**src/rtl/psr_sequencer_if.sv**
```systemverilog
// PSR sequencer bus: request/data inputs and registered PSR outputs.
// Used with psr_sequencer; optional macro PSR_WRDELAY_EN affects WR_BUSY.
interface psr_sequencer_if #(
  parameter int CWP_WIDTH = 3
);
  localparam int W = 7 + CWP_WIDTH;

  logic         ADV;
  logic         SCC;
  logic [3:0]   Flags;
  logic         WR_REQ;
  logic [W-1:0] WR_DATA;
  logic         TRAP;
  logic         RETT;
  logic [W-1:0] Out;
  logic [3:0]   GNT;
  logic         WR_BUSY;
  logic         TRAP_ERR;

  modport master (
    output ADV, SCC, Flags, WR_REQ, WR_DATA, TRAP, RETT,
    input  Out, GNT, WR_BUSY, TRAP_ERR
  );

  modport slave (
    input  ADV, SCC, Flags, WR_REQ, WR_DATA, TRAP, RETT,
    output Out, GNT, WR_BUSY, TRAP_ERR
  );
endinterface

```
**src/rtl/psr_sequencer.sv**
```systemverilog
// Processor-status-register sequencer: TRAP > RETT > WRPSR > SCC per edge.
// Define PSR_WRDELAY_EN for the 3-ADV delayed WRPSR commit.
module psr_sequencer #(
  parameter int CWP_WIDTH = 3
) (
  input logic            CLK,
  input logic            RESET,
  psr_sequencer_if.slave bus
);
  localparam int W   = 7 + CWP_WIDTH;
  localparam int IS  = CWP_WIDTH + 2;
  localparam int IPS = CWP_WIDTH + 1;
  localparam int IET = CWP_WIDTH;
  localparam logic [CWP_WIDTH-1:0] ONE = 1;
  localparam logic [W-1:0] PSR_RST =
    {4'b0000, 3'b100, {CWP_WIDTH{1'b0}}};

  logic [W-1:0]         psr_q, psr_d;
  logic [3:0]           gnt_q, gnt_d;
  logic                 err_q, err_d;
  logic [CWP_WIDTH-1:0] cwp, cwp_up, cwp_dn;
  logic                 et;
  logic                 commit;
  logic [W-1:0]         cdata;

  assign cwp    = psr_q[CWP_WIDTH-1:0];
  assign cwp_up = cwp + ONE;
  assign cwp_dn = cwp - ONE;
  assign et     = psr_q[IET];

`ifdef PSR_WRDELAY_EN
  typedef enum logic {IDLE, PEND} st_t;
  st_t          st_q, st_d;
  logic [1:0]   cnt_q, cnt_d;
  logic [W-1:0] wdat_q, wdat_d;

  // delayed-write FSM, count and captured data
  always_ff @(posedge CLK) begin
    if (RESET) begin
      st_q   <= IDLE;
      cnt_q  <= '0;
      wdat_q <= '0;
    end else begin
      st_q   <= st_d;
      cnt_q  <= cnt_d;
      wdat_q <= wdat_d;
    end
  end

  assign bus.WR_BUSY = (st_q == PEND);
`else
  logic unused_adv;
  assign unused_adv  = bus.ADV;
  assign bus.WR_BUSY = 1'b0;
`endif

  // PSR, grant pulse and sticky trap error
  always_ff @(posedge CLK) begin
    if (RESET) begin
      psr_q <= PSR_RST;
      gnt_q <= '0;
      err_q <= 1'b0;
    end else begin
      psr_q <= psr_d;
      gnt_q <= gnt_d;
      err_q <= err_d;
    end
  end

  // source arbitration and next-state selection
  always_comb begin
    psr_d  = psr_q;
    gnt_d  = '0;
    err_d  = err_q;
    commit = 1'b0;
`ifdef PSR_WRDELAY_EN
    st_d   = st_q;
    cnt_d  = cnt_q;
    wdat_d = wdat_q;
    cdata  = wdat_q;
`else
    cdata  = bus.WR_DATA;
`endif
    if (!err_q) begin
      if (bus.TRAP) begin
        if (et) begin
          psr_d = {psr_q[W-1:W-4], 1'b1, psr_q[IS],
                   1'b0, cwp_dn};
          gnt_d = 4'b1000;
`ifdef PSR_WRDELAY_EN
          st_d  = IDLE;
          cnt_d = '0;
`endif
        end else begin
          err_d = 1'b1;
        end
      end else begin
`ifdef PSR_WRDELAY_EN
        if (st_q == IDLE) begin
          if (bus.WR_REQ) begin
            wdat_d = bus.WR_DATA;
            cnt_d  = 2'd2;
            st_d   = PEND;
          end
        end else if (bus.ADV) begin
          if (cnt_q != 2'd0) cnt_d = cnt_q - 2'd1;
          else               commit = 1'b1;
        end
`else
        commit = bus.WR_REQ;
`endif
        if (bus.RETT && !et) begin
          psr_d = {psr_q[W-1:W-4], psr_q[IPS], psr_q[IPS],
                   1'b1, cwp_up};
          gnt_d = 4'b0100;
        end else if (commit) begin
          psr_d = cdata;
          gnt_d = 4'b0010;
`ifdef PSR_WRDELAY_EN
          st_d  = IDLE;
`endif
        end else if (bus.SCC) begin
          psr_d = {bus.Flags, psr_q[W-5:0]};
          gnt_d = 4'b0001;
        end
      end
    end
  end

  assign bus.Out      = psr_q;
  assign bus.GNT      = gnt_q;
  assign bus.TRAP_ERR = err_q;
endmodule

```
**src/flat_wrapper.sv**
```systemverilog
// flat-port wrapper written by rule: the top's interface ports become plain ports
module psr_sequencer_flat 
#(
  parameter int CWP_WIDTH = 3
)
  (CLK, RESET, bus_ADV, bus_SCC, bus_Flags, bus_WR_REQ, bus_WR_DATA, bus_TRAP, bus_RETT, bus_Out, bus_GNT, bus_WR_BUSY, bus_TRAP_ERR);
  psr_sequencer_if #(.CWP_WIDTH(CWP_WIDTH)) bus_i ();
  input logic CLK;
  input logic RESET;
  input wire logic [$bits(bus_i.ADV)-1:0] bus_ADV;
  input wire logic [$bits(bus_i.SCC)-1:0] bus_SCC;
  input wire logic [$bits(bus_i.Flags)-1:0] bus_Flags;
  input wire logic [$bits(bus_i.WR_REQ)-1:0] bus_WR_REQ;
  input wire logic [$bits(bus_i.WR_DATA)-1:0] bus_WR_DATA;
  input wire logic [$bits(bus_i.TRAP)-1:0] bus_TRAP;
  input wire logic [$bits(bus_i.RETT)-1:0] bus_RETT;
  output wire logic [$bits(bus_i.Out)-1:0] bus_Out;
  output wire logic [$bits(bus_i.GNT)-1:0] bus_GNT;
  output wire logic [$bits(bus_i.WR_BUSY)-1:0] bus_WR_BUSY;
  output wire logic [$bits(bus_i.TRAP_ERR)-1:0] bus_TRAP_ERR;
  assign bus_i.ADV = bus_ADV;
  assign bus_i.SCC = bus_SCC;
  assign bus_i.Flags = bus_Flags;
  assign bus_i.WR_REQ = bus_WR_REQ;
  assign bus_i.WR_DATA = bus_WR_DATA;
  assign bus_i.TRAP = bus_TRAP;
  assign bus_i.RETT = bus_RETT;
  assign bus_Out = bus_i.Out;
  assign bus_GNT = bus_i.GNT;
  assign bus_WR_BUSY = bus_i.WR_BUSY;
  assign bus_TRAP_ERR = bus_i.TRAP_ERR;
  psr_sequencer #(.CWP_WIDTH(CWP_WIDTH)) u_core (.CLK(CLK), .RESET(RESET), .bus(bus_i));
endmodule
```
**config.mk**
```make
export PLATFORM = sky130hd
export DESIGN_NAME = psr_sequencer_flat
export DESIGN_NICKNAME = d
export VERILOG_FILES = /design/src/rtl/psr_sequencer_if.sv /design/src/rtl/psr_sequencer.sv /design/src/flat_wrapper.sv
export SDC_FILE = /design/constraint.sdc
export NUM_CORES = 1
export LEC_CHECK = 0
export BUFFER_PORTS_ARGS = -buffer_cell sky130_fd_sc_hd__buf_2
export CAP_MARGIN = 20
export CORE_MARGIN = 3
export CORE_UTILIZATION = 44
export CTS_CLUSTER_SIZE = 8
export DETAILED_ROUTE_END_ITERATION = 6
export PLACE_DENSITY = 0.77
export SLEW_MARGIN = 30
export SYNTH_ARGS = -nofsm -noshare
export SYNTH_HDL_FRONTEND = slang
export SYNTH_SLANG_ARGS = --single-unit
```
**constraint.sdc**
```tcl
create_clock -name CLK -period 1.8 [get_ports CLK]
set_clock_uncertainty 0.2 [all_clocks]
set_input_delay 0.36 -clock CLK [delete_from_list [all_inputs] [get_ports CLK]]
set_output_delay 0.36 -clock CLK [all_outputs]
set_load 0.005 [all_outputs]
```
# Yosys cells after proc, flatten, opt, wreduce, memory -nomap -nowiden
# Index checks and enable logic that the tools add are counted.
[op_classes]
n_addsub = 2
n_eq_ne = 2
mux = 13
n_bitwise = 3
n_reduce_logical = 10
[op_table]
columns = ["operator", "count"]
rows = [
  ["10-bit 2-to-1 mux", 4],
  ["4-bit 2-to-1 mux", 4],
  ["4-bit AND reduction", 2],
  ["6-bit 2-to-1 mux", 1],
  ["1-bit 2-to-1 mux", 4],
  ["2-bit nonzero test", 2],
  ["3-bit by 1-bit adder with 3-bit output (second input constant)", 1],
  ["1-bit NOT", 3],
  ["3-bit AND reduction", 1],
  ["3-bit nonzero test", 1],
  ["3-bit by 1-bit subtractor with 3-bit output (second input constant)", 1],
  ["2-bit by 1-bit inequality test with 1-bit output (second input constant)", 1],
  ["2-bit inequality test (second input constant)", 1],
  ["2-bit AND reduction", 1],
  ["2-bit OR reduction", 1],
  ["1-bit logical AND", 1],
  ["1-bit zero test", 1],
]
[totals]
ff_bits = 15
inputBits = 21
output_inout_bits = 16
elab_cells = 36

# Logic depth before layout (Yosys ltp)
[depth]
word_depth = 4
mapped_depth = 5
ltp_nobuf = 5

# Worst setup path after synthesis
# OpenSTA, ideal clock, no wires.
[synth_path]
path_kind = "register -> register"
startpoint = "reg u_core.psr_q[3] (netlist: u_core.bus.Out[3])"
endpoint = "reg u_core.psr_q[0] (netlist: u_core.bus.Out[0])"
setup_time_ns = 0.132
arrival_time_ns = 1.191
t_required_ns = 1.468
path_slack_ns = 0.277
stages_incl_launch_ff = 5
n_path_buf = 0
synth_period_minus_slack_ns = 1.523
path_cell_list = "dfxtp_1 -> nand2b_1 -> a221oi_4 -> mux2i_1 -> a21oi_1"
[synth_between]
elab_chain_len = 4
word_cells_on_any_way = 7
classes_between = "eq/ne (1); mux (2); reduce/logical (4)"
[synth_rtl]
columns = ["element", "line", "source"]
rows = [
  ["from (decl)", "psr_sequencer.sv:18", "logic [W-1:0] psr_q, psr_d;"],
  ["from (signal assigned)", "psr_sequencer.sv:64", "psr_q <= psr_d;"],
  ["1-bit zero test", "psr_sequencer.sv:112", "if (bus.RETT && !et) begin"],
  ["1-bit logical AND", "psr_sequencer.sv:112", ""],
  ["3-bit nonzero test (no source line) or 10-bit 2-to-1 mux (tied branches)", "--", ""],
  ["3-bit AND reduction (no source line) or 10-bit 2-to-1 mux (tied branches)", "--", ""],
]
# Several ways; a longest one is shown, not always the timed one. The select of a mux whose other input is x is not followed.
# A chain may end at the register's enable or synchronous reset.

# Worst setup path after layout
[layout_path]
startpoint = "reg u_core.psr_q[3] (netlist: u_core.bus.Out[3])"
endpoint = "reg u_core.psr_q[3] (netlist: u_core.bus.Out[3])"
[layout_between]
elab_chain_len = 4
word_cells_on_any_way = 6
classes_between = "mux (2); reduce/logical (4)"
[layout_rtl]
columns = ["element", "line"]
rows = [
  ["1-bit zero test (*)", "psr_sequencer.sv:112"],
  ["1-bit logical AND (*)", "psr_sequencer.sv:112"],
  ["3-bit nonzero test (no source line) or 10-bit 2-to-1 mux (tied branches)", "--"],
  ["2-bit AND reduction (no source line) or 10-bit 2-to-1 mux (tied branches)", "--"],
]
# Mark *: on every way between the ends. The rest lies on a longest branch, timed or not. The select of a mux whose other input is x is not followed.

==> reports/metrics.yaml <==
cells_and_area:
  final_common_cell: "buf_2"
  area_growth_pct: 30.1
  final.fill_count: 150
  final_nets: 146
  n_antenna_cell: 0
  fin_util: 0.631
  multi_input_area_sq_um: 409
  layout_common_cells: "buf_2 (34), dfxtp_1 (15), a21oi_1 (9), nor2_1 (8), mux2i_1 (6)"
  drive_above_1_share: 0.377
  seqCellArea_sq_um: 300
floorplan:
  num_rows: 14
  coreArea_sq_mm: 0.00156
  die_x_microns: 47.4
  fp.dieH_microns: 47.4
  die_area_sq_mm: 0.00225
  pin_count: 37
  initial_core_util: 0.485
power:
  p_comb_frac: 0.239
  power_switching_uw: 222
  power_per_cell_area_mw_per_mm2: 761
  p_clk_frac: 0.256
  p_leak_nw: 0.471
  vdd_drop_max_uv: 409
  internal_power_uw: 526
  seqPwrFrac: 0.505
  swShare: 0.297
critical_path:
  path_class: "flip-flop to flip-flop"
  endpoint_kind: "flip-flop"
  cp_slowest_cell: "nor2b_1"
  r2r-end: "u_core.bus.Out[3]"
  crit_buf_inv: 0
  crit_end: "u_core.bus.Out[3]"
  worst_setup_path_start_kind: "flip-flop"
  path_depth: 4
  cp.arrival_ps: 1620
  max_stage_delay_ps: 470
  worstRegToRegCells: 4
  cp_top_family: "simple AND/OR/NAND/NOR gates"
  reg2reg_slack_ps: 190
  cp_cell_sequence: "nor2b_1, a21oi_1, or3_1, a21oi_1"
  reg2reg_from: "u_core.bus.Out[3]"
  crit_fanout: 6
  cpMostUsedCell: "a21oi_1"
  required_ps: 1810
  startpoint: "u_core.bus.Out[3]"
sta:
  setup_viol: 0
  worstMarginPinSlew_ps: 580
  hold_viol: 0
  rsz0062_at_grt: "no"
  max_freq_ghz: 0.622
  period_minus_slack_ps: 1610
  min_period_over_period: 0.893
  max_slew_margin: 0.612
  finalMaxSlewViolations: 0
  tns_ps: 0
clock_network:
  cts_setup_buffers: 0
  clock-root-buffer: "clkbuf_4"
  numCtsBuffers: 3
  cts_buffer_depth: 2
  clk_pin_slew_ps: 90
  ctsResizeCount: 0
  insertion_delay_ps: 280
  cts.sinks: 15
  cts_tree: "yes"
  hold_buffers: 0
  htree_levels: 1
logic_synthesis:
  seq_area_frac_synth: 0.397
  yosysUniqueCellTypes: 31
  synth_nets: 108
  yosys_most_used_dff: "dfxtp_1"
  syn_inst: 85
  syn_area_sq_um: 756
  yosysWarnings: 0
  synth_edf_count: 0
  ys_ff_latch: 15
  ys_async_sr_fraction: 0
  syn_avg_cell_area_sq_um: 8.89
route:
  drt_iter0_markers: 5
  routed_via_density: 5.33
  vias: 735
  routed_wl_microns: 1810
  drt_first_pass_iters: 4
  wire_per_inst_microns: 13.1
  drt.antenna.violating_nets: 0
  drc: 0
job:
  cap_violations: 0
grt:
  top_usage_layer: "met2"
  met1_usage: 0.214
  grt_max_degree: 17
  grt_pass1_wl_microns: 2700
  overflow: 0
  antenna_found_initial: 0
  grt_usage: 0.172
  use_met2: 0.286
  met3_usage: 0.0338
  grt_pass1_vias: 625
hold_path:
  hp-class: "input port to flip-flop"
placement:
  place.gp.congestion: 0.778
  dp.final_hpwl_microns: 1400
  port_buffers: 34
run_status:
  outcome: "completed"
==> layout make-up <==
type                    instances  area share
clock buffers                   3      0.0229
inverters                       5      0.0191
well taps                      16      0.0204
multi-input cells              59       0.416
repair buffers                 39       0.211
clock inverters                 1     0.00509
flip-flops and latches         15       0.305
==> power by group through the flow <==
stage	logic, mW	registers, mW	clock network, mW
2_1_floorplan	0.108	0.381	0
3_3_place_gp	0.173	0.384	0
3_5_place_dp	0.179	0.386	0
4_1_cts	0.180	0.378	0.201
5_1_grt	0.198	0.381	0.223
6_report	0.179	0.378	0.192
==> cell usage after synthesis, types with 2 or more instances <==
master,count,area share
and3_1,3,0.025
nor2_1,8,0.040
a211oi_1,5,0.050
mux2i_1,6,0.079
a21oi_1,9,0.060
clkbuf_1,3,0.015
o21ai_0,3,0.020
nand2_1,2,0.0099
inv_1,5,0.025
ha_1,2,0.033
nor4_1,2,0.017
nor3_1,4,0.026
dfxtp_1,15,0.40
==> layer usage <==
metal  part of all wire  vias to the layer above
met5                  0                        -
met4             0.0055                        0
li1                   -                      380
met3              0.066                        2
met2               0.49                       28
met1               0.44                      325
==> worst reg2reg max path, cell delays in order, from the launching register on <==
cell and delay (ps):
dfxtp_1 340, nor2b_1 470, a21oi_1 70, or3_1 320, a21oi_1 130
==> per-stage QoR <==
stage	hold slack (ps)	cells	worst slack, ps	cell area [sq um]	total power [mW]
after global routing	110	138	68.5	983	0.801
after global placement	287	134	118	956	0.556
after detailed placement	291	134	65.3	956	0.565
after CTS	117	138	189	983	0.758
after floorplan	294	85	277	756	0.489
final	124	138	192	983	0.748
==> worst min-delay path by stage <==
stage,startpoint,to,depth (start not counted)
floorplan,u_core.bus.Out[6],u_core.bus.Out[6],2
global placement,u_core.bus.Out[9],u_core.bus.Out[9],2
detailed placement,u_core.bus.Out[6],u_core.bus.Out[6],2
CTS,bus_SCC,u_core.bus.GNT[0],2
global route,bus_SCC,u_core.bus.GNT[0],2
finish,bus_SCC,u_core.bus.GNT[0],2
==> flip-flops by register name, summed over array words and instances, names as in the netlist <==
name	count
u_core.bus.GNT	4
u_core.bus.Out	10
u_core.bus.TRAP_ERR	1
==> cell families (layout without fill, tap and decap cells) <==
logic type | Yosys count | in the layout | share of synthesized area
flip-flops | 15 | 15 | 0.397
AND/OR/NAND/NOR | 26 | 26 | 0.194
adder cells (fa/ha/maj) | 2 | 2 | 0.0331
multiplexers | 6 | 6 | 0.0795
other | 1 | 1 | 0.00496
buffers and inverters | 11 | 48 | 0.0613
XOR/XNOR | 2 | 2 | 0.0232
AO/OA/AOI/OAI | 22 | 22 | 0.207
(Power assumes the default switching activity.)
